===== src/rtl/hunterjfs_pkg.sv =====
// hunterjfs_pkg: shared opcode encoding for the accumulator ALU tile.
//   opcode_t - 3-bit opcode carried on uio_in[2:0]
package hunterjfs_pkg;

    typedef enum logic [2:0] {
        OP_NOP  = 3'd0,
        OP_LOAD = 3'd1,
        OP_ADD  = 3'd2,
        OP_SUB  = 3'd3,
        OP_AND  = 3'd4,
        OP_OR   = 3'd5,
        OP_XOR  = 3'd6,
        OP_ROL  = 3'd7
    } opcode_t;

endpackage


===== src/rtl/hunterjfs_alu.sv =====
// hunterjfs_alu: combinational next-state for accumulator and C/V flags.
//   i_acc  current accumulator      i_b    operand B
//   i_op   opcode                   i_c/i_v current carry / overflow flags
//   o_acc  next accumulator         o_c/o_v next carry / overflow flags
module hunterjfs_alu
    import hunterjfs_pkg::*;
(
    input  logic [7:0] i_acc,
    input  logic [7:0] i_b,
    input  opcode_t    i_op,
    input  logic       i_c,
    input  logic       i_v,
    output logic [7:0] o_acc,
    output logic       o_c,
    output logic       o_v
);

    logic [8:0] w_sum;
    logic [8:0] w_diff;
    logic       w_add_v;
    logic       w_sub_v;

    // Bit 8 of the 9-bit results is carry-out for add and borrow for subtract.
    assign w_sum   = {1'b0, i_acc} + {1'b0, i_b};
    assign w_diff  = {1'b0, i_acc} - {1'b0, i_b};
    assign w_add_v = (i_acc[7] == i_b[7]) && (w_sum[7] != i_acc[7]);
    assign w_sub_v = (i_acc[7] != i_b[7]) && (w_diff[7] != i_acc[7]);

    always_comb begin
        o_acc = i_acc;
        o_c   = 1'b0;
        o_v   = 1'b0;
        case (i_op)
            OP_NOP:  begin o_c = i_c; o_v = i_v; end
            OP_LOAD: o_acc = i_b;
            OP_ADD:  begin o_acc = w_sum[7:0];  o_c = w_sum[8];  o_v = w_add_v; end
            OP_SUB:  begin o_acc = w_diff[7:0]; o_c = w_diff[8]; o_v = w_sub_v; end
            OP_AND:  o_acc = i_acc & i_b;
            OP_OR:   o_acc = i_acc | i_b;
            OP_XOR:  o_acc = i_acc ^ i_b;
            OP_ROL:  begin o_acc = {i_acc[6:0], i_acc[7]}; o_c = i_acc[7]; end
            default: begin o_c = i_c; o_v = i_v; end
        endcase
    end

endmodule


===== src/rtl/tt_um_hunterjfs.sv =====
// tt_um_hunterjfs: Tiny Tapeout tile, 8-bit accumulator ALU with status flags.
//   ui_in    operand B              uio_in  [2:0] opcode, [3] exec strobe
//   uo_out   accumulator            uio_out [4] Z, [5] C, [6] N, [7] V
//   uio_oe   constant 8'hF0         ena     tile select, holds state when low
module tt_um_hunterjfs
    import hunterjfs_pkg::*;
(
    input  logic       clk,
    input  logic       rst_n,
    input  logic       ena,
    input  logic [7:0] ui_in,
    input  logic [7:0] uio_in,
    output logic [7:0] uo_out,
    output logic [7:0] uio_out,
    output logic [7:0] uio_oe
);

    logic [7:0] r_acc;
    logic       r_c;
    logic       r_v;
    logic [7:0] w_acc_nxt;
    logic       w_c_nxt;
    logic       w_v_nxt;
    logic       w_unused;

    assign w_unused = &{1'b0, uio_in[7:4]};

    hunterjfs_alu u_alu (
        .i_acc (r_acc),
        .i_b   (ui_in),
        .i_op  (opcode_t'(uio_in[2:0])),
        .i_c   (r_c),
        .i_v   (r_v),
        .o_acc (w_acc_nxt),
        .o_c   (w_c_nxt),
        .o_v   (w_v_nxt)
    );

    always_ff @(posedge clk or negedge rst_n) begin
        if (!rst_n) begin
            r_acc <= 8'h00;
            r_c   <= 1'b0;
            r_v   <= 1'b0;
        end else if (ena && uio_in[3]) begin
            r_acc <= w_acc_nxt;
            r_c   <= w_c_nxt;
            r_v   <= w_v_nxt;
        end
    end

    // Z and N follow the registered accumulator directly.
    assign uo_out  = r_acc;
    assign uio_out = {r_v, r_acc[7], r_c, r_acc == 8'h00, 4'b0000};
    assign uio_oe  = 8'hF0;

endmodule


===== config.mk =====
export PLATFORM = sky130hd
export DESIGN_NAME = tt_um_hunterjfs
export DESIGN_NICKNAME = d
export VERILOG_FILES = /design/src/rtl/hunterjfs_pkg.sv /design/src/rtl/hunterjfs_alu.sv /design/src/rtl/tt_um_hunterjfs.sv
export SDC_FILE = /design/constraint.sdc
export NUM_CORES = 1
export LEC_CHECK = 0
export ABC_AREA = 1
export ABC_CLOCK_PERIOD_IN_PS = 2300
export BUFFER_PORTS_ARGS = -buffer_cell sky130_fd_sc_hd__buf_2
export CAP_MARGIN = 40
export CORE_UTILIZATION = 55
export DETAILED_ROUTE_END_ITERATION = 7
export GPL_ROUTABILITY_DRIVEN = 0
export PLACE_DENSITY = 0.87
export REMOVE_ABC_BUFFERS = 1
export SKIP_CTS_REPAIR_TIMING = 1
export SLEW_MARGIN = 20
export SYNTH_ARGS = -nofsm -noshare
export SYNTH_HDL_FRONTEND = slang
export SYNTH_SLANG_ARGS = --single-unit

===== constraint.sdc =====
create_clock -name clk -period 2.3 [get_ports clk]
set_input_delay 0.46 -clock clk [delete_from_list [all_inputs] [get_ports clk]]
set_output_delay 0.46 -clock clk [all_outputs]
set_load 0.01 [all_outputs]

Yosys cells after proc, flatten, opt, wreduce, memory -nomap -nowiden

Index checks and enable logic that the tools add are counted.

Register bits: 10
Input bits: 19
Output and inout port bits: 24

Add/subtract/negate cells: 2
Eq/ne operators: 11
Multiplexer cells: 3
Bitwise gates (word level): 4
Reduce and logical (&&, ||, !) cells: 8

Operators with widths:

| kind                                           | number |
|---|---|
| one-hot mux 8 bit (7 select lines)             | 1 |
| == test 3 bit (second input constant)          | 4 |
| adder 8 x 8 -> 9 bit                           | 1 |
| subtractor 8 x 8 -> 9 bit                      | 1 |
| AND 8 bit                                      | 1 |
| logical NOT 8 bit                              | 1 |
| bitwise OR 8 bit                               | 1 |
| XOR 8 bit                                      | 1 |
| nonzero test 7 bit                             | 1 |
| == test 3 x 2 -> 1 bit (second input constant) | 2 |
| one-hot mux 1 bit (4 select lines)             | 1 |
| AND reduction 2 bit                            | 2 |
| == test 3 x 1 -> 1 bit (second input constant) | 1 |
| logical AND 1 bit                              | 3 |
| logical NOT 3 bit                              | 1 |
| != test 1 bit                                  | 3 |
| one-hot mux 1 bit (3 select lines)             | 1 |
| == test 1 bit                                  | 1 |
| inverter 1 bit                                 | 1 |

Longest topological paths before layout

Depth in word-level cells: 4
Mapped depth: 14
Mapped depth without buffers: 13

Cells and area by module

Synthesis repeated with hierarchy kept, for this count alone.

Cell total of the unflattened synthesis: 345
Area, all modules: 2,006.9 µm²

Modules (own cells, without submodules):

| module          | times used | cells each | area each (µm²) | seq. area each (µm²) |
|---|---|---|---|---|
| hunterjfs_alu   | 1          | 278        | 1,456.4         | 0.0 |
| tt_um_hunterjfs | 1          | 67         | 550.5           | 250.2 |

Worst setup path after synthesis

Ideal clock, no wire load.

Path type: register to register
Start point: reg r_acc[0] (netlist: uo_out[0])
End point: reg r_acc[4] (netlist: uo_out[4])
Library setup time: 0.120 ns
Arrival: 1.655 ns
Data required time: 2.180 ns
Slack: 0.524 ns
Cell stages (with the launch flop): 12
Clock period less this slack: 1.776 ns
Path through: dfrtp_1 inv_1 ha_1 fa_1 inv_1 nand3_1 nand2_1 nand2_1 nand3_1 nand3_1 o21ai_1 nand2_1

Cells in the longest elaborated chain, start to end: 2

RTL lines:

| item                                                                     | line                                     | source |
|---|---|---|
| from (decl)                                                              | tt_um_hunterjfs.sv:18                    | `logic [7:0] r_acc;` |
| from (signal assigned)                                                   | tt_um_hunterjfs.sv:45                    | `r_acc <= w_acc_nxt;` |
| subtractor 8 x 8 -> 9 bit / adder 8 x 8 -> 9 bit (equally long branches) | hunterjfs_alu.sv:25, hunterjfs_alu.sv:24 |  |
| one-hot mux 8 bit (7 select lines) (*)                                   | hunterjfs_alu.sv:33                      | `case (i_op)` |

Every way passes the cells marked *; elsewhere a longest branch is shown, timed or not.
A chain may end at the register's enable or synchronous reset.

Worst setup path after layout

Start point: reg r_acc[2] (netlist: uo_out[2])
End point: reg r_v

Cells in the longest elaborated chain, start to end: 4

RTL lines:

| item                                                                     | line                                     | source |
|---|---|---|
| subtractor 8 x 8 -> 9 bit / adder 8 x 8 -> 9 bit (equally long branches) | hunterjfs_alu.sv:25, hunterjfs_alu.sv:24 |  |
| != test 1 bit, on equally long branches                                  | hunterjfs_alu.sv:27, hunterjfs_alu.sv:26 |  |
| logical AND 1 bit, on equally long branches                              | hunterjfs_alu.sv:27, hunterjfs_alu.sv:26 |  |
| one-hot mux 1 bit (3 select lines) (*)                                   | hunterjfs_alu.sv:33                      |  |
| to (signal assigned)                                                     | tt_um_hunterjfs.sv:47                    | `r_v <= w_v_nxt;` |
| to (decl)                                                                | tt_um_hunterjfs.sv:20                    | `logic r_v;` |

Marks and branches as above.

==> implementation parameters <==
Parameter                              Value

Run status
  Outcome ... finished clean

Global route
  Vias in the first global route ... 1645
  Pin count of the biggest net entering global routing ... 14
  Initial antenna violation count ... 0
  Aggregate global-route resource usage ... 27.8%
  Wire length of the first global-routing pass ... 7560 um
  Leftover overflow at the end of global routing ... 0

Floorplan
  Die height ... 60.1 um
  Num rows ... 20
  Core ar. ... 3130 um2
  Floorplan die width ... 60.1 um
  Die area ... 3620 um2
  IO Count ... 43
  Effective utilization at floorplan ... 59.4%

Power
  Combinational Power Share ... 63.4%
  Sequential share of power ... 21.8%
  Cell Pwr Density ... 592 nW/um2
  Switching share of power ... 52.0%
  Peak supply drop ... 0.000339 V
  Clock network power share ... 14.8%
  Psw ... 0.000608 W
  Leakage ... 1.13 nW
  Internal portion of total power ... 0.000561 W

Critical path
  Critical path startpoint category ... flop
  Cell-by-cell listing of the critical path ... inv_1, ha_1, inv_1, a21oi_1, nand2_1, nand2_1, nand2_1, nand2_1, nand2_1, nand2_1, nand2_1, nand2_1, nand2_1
  Crit-path max FO ... 8
  Reg-to-reg setup timing slack ... 0.24 ns
  Stage delay of the slowest cell on the critical path ... 0.44 ns
  Crit path capture type ... flop
  Buffers & Inverters on Critical Path ... 2
  Cell occurring most often along the worst timing path ... sky130_fd_sc_hd__nand2_1
  Highest-delay cell along the critical path ... sky130_fd_sc_hd__ha_1
  Endpoint required time on the critical path ... 2.47 ns
  Critical path type ... reg -> reg
  Critical path data arrival time ... 2.23 ns
  Family with the most delay on the worst path ... simple AND/OR/NAND/NOR gates

Clocking
  Clk Latency, worst-skew pair ... 0.27 ns
  Number of buffers inserted during clock tree synthesis ... 3
  Num Clock Sinks ... 10
  Clock transition at the register clock pins on the worst setup and hold paths after CTS ... 0.08 ns
  H-Tree Level Count ... 1
  Clock tree from TritonCTS ... built
  Max Root-Sink Buffers ... 2
  Root buffer cell ... sky130_fd_sc_hd__clkbuf_4

Finish
  Layout net count ... 371
  Signed area change from the synthesized netlist to the final layout ... 6.19%
  Reg area ... 250 um2
  Non-filler instance count after layout ... 367
  Share of layout cells above drive strength 1 ... 13.0%
  Fillers ... 320
  Area taken by multi-input logic gates ... 1330 um2
  Diodes inserted ... 0

Routing
  Post-detailed-route DRC marker count ... 0
  Post-DRT Antenna Nets ... 0
  Met1 wire length ... 2170 um
  Detailed Route Iter0 Violations ... 137
  Count of TritonRoute iterations in the first routing pass ... 5
  Wire length on met3 ... 356 um
  Top routing layer in use ... met4
  Detailed-routed wire length on met2 ... 2170 um
  Wire length reported by the detailed router ... 4760 um
  Via count ... 2015
  Per-cell routed wire length ... 13.0 um
  Routed vias/inst ... 5.49

STA
  Post-layout minimum cycle time ... 2.06 ns
  Final setup violation count ... 0
  Highest clock frequency the design can meet ... 485 MHz
  Final Hold Vio Count ... 0
  Max-slew violation count ... 0
  Setup repair after global routing missed its margin ... no
  Final Worst Setup Slack ... 0.238 ns
  Final total negative setup slack ... 0 ns
  Clk_skew ... 0.00229 ns
  Final clock period utilization by the worst path ... 89.7%

Synthesis
  Yosys cell types ... 30
  Most repeated cell in the gate-level netlist after synthesis ... sky130_fd_sc_hd__nand2_1
  Register area share after synthesis ... 13.5%
  Leading cell types by count after synthesis ... sky130_fd_sc_hd__nand2_1 (82), sky130_fd_sc_hd__inv_1 (38), sky130_fd_sc_hd__nand3_1 (35)
  Commonest register cell after synthesis ... sky130_fd_sc_hd__dfrtp_1
  Instance count of the mapped netlist ... 303
  Mean cell area of the mapped netlist ... 6.14 um2
  Number of synthesized flops with an enable pin ... 0
  Share of the synthesized area in the top cell type ... 17.5%
  #FFs+latches synth ... 10
  Fraction of synthesis flops using an asynchronous set or reset pin ... 100%
  Largest area contributor in the synthesized netlist ... sky130_fd_sc_hd__ha_1
  Main area contributors after synthesis ... sky130_fd_sc_hd__ha_1 (17%), sky130_fd_sc_hd__nand2_1 (17%), sky130_fd_sc_hd__dfrtp_1 (13%)
  Warnings, synthesis ... 0
  Synth Cell Area ... 1860 um2

Placed design
  Worst slack, placed ... 0.193 ns
  DP HPWL ... 3740 um
  Number of input and output port buffers inserted ... 26
  Cell count after placement ... 363

Hold path
  Type of the most critical hold path ... in -> async

Flow run
  Max-cap violations ... 0
==> power by group through the flow <==
stage / clock [W] / combinational (W) / sequential (W)
after global routing: 0.000181 / 0.000826 / 0.000261
after floorplan: 0 / 0.000497 / 0.000277
after detailed placement: 0 / 0.000724 / 0.000258
after global placement: 0 / 0.000709 / 0.000255
after CTS: 0.000172 / 0.000726 / 0.000254
final: 0.000173 / 0.000741 / 0.000255
==> per-layer routing <==
metal | global-route usage, % | vias to the layer above
met5 | 0 | -
met1 | 40.3 | 904
met4 | 10.6 | 0
met2 | 42.7 | 101
met3 | 1.95 | 10
li1 | - | 1000
==> worst reg2reg max path, delay by kind of cell, from the launching register on <==
| family | cells | cell delay, ns |
|---|---|---|
| simple gates | 9 | 0.68 |
| flops | 1 | 0.41 |
| compound gates | 1 | 0.15 |
| buf+inv | 2 | 0.27 |
| fa+ha+maj | 1 | 0.44 |
==> registers in the layout (all words and copies together), names as in the netlist <==
name	flops
r_v	1
r_c	1
uo_out	8
==> logic make-up (layout without fill, tap and decap cells) <==
logic type	count (synthesis)	after routing	share of synthesized area (%)
flops	10	10	13.5
buf+inv	66	76	17.2
fa+ha+maj	28	28	19.7
compound gates	45	45	13.8
simple gates	152	152	35.5
other cells	2	12	0.404
==> stage by stage <==
step	hold WS, ns	util (%)	area (um2)	total power [W]
finish	0.0390	63.1	1970	0.00117
global route	0.0534	63.1	1970	0.00127
CTS	0.0456	63.1	1970	0.00115
detailed placement	0.342	62.0	1940	0.000982
global placement	0.339	62.0	1940	0.000964
floorplan	0.164	-	1750	0.000775
==> area by class of cell <==
| cell class | count | share of cell area (%) |
|---|---|---|
| Clock buffer | 4 | 1.84 |
| Sequential cell | 10 | 12.7 |
| Tap cell | 44 | 2.79 |
| Multi-Input combinational cell | 237 | 67.2 |
| Timing Repair Buffer | 27 | 6.97 |
| Inverter | 45 | 8.56 |
==> path summary, 6_finish.rpt <==
path                           start   endpoint  cells past startpoint
setup / recovery           uo_out[2]        r_v                     13
hold reg to reg                  r_v        r_v                      2
max in group asynchronous      rst_n  uo_out[4]                      1
min in group clk                 r_v        r_v                      2
hold / removal                 rst_n  uo_out[2]                      1
setup reg to reg           uo_out[2]        r_v                     13
==> cell usage in the layout (no fill, tap or decap), types with 9 or more instances in the layout <==
| master | n |
|---|---|
| sky130_fd_sc_hd__buf_2 | 26 |
| sky130_fd_sc_hd__nand2_1 | 82 |
| sky130_fd_sc_hd__ha_1 | 26 |
| sky130_fd_sc_hd__nand4_1 | 9 |
| sky130_fd_sc_hd__inv_1 | 38 |
| sky130_fd_sc_hd__a21oi_1 | 18 |
| sky130_fd_sc_hd__nand3_1 | 35 |
| sky130_fd_sc_hd__nor2_1 | 18 |
| sky130_fd_sc_hd__conb_1 | 12 |
| sky130_fd_sc_hd__o21ai_0 | 13 |
| sky130_fd_sc_hd__dfrtp_1 | 10 |
Power figures use the tool's default switching activity.
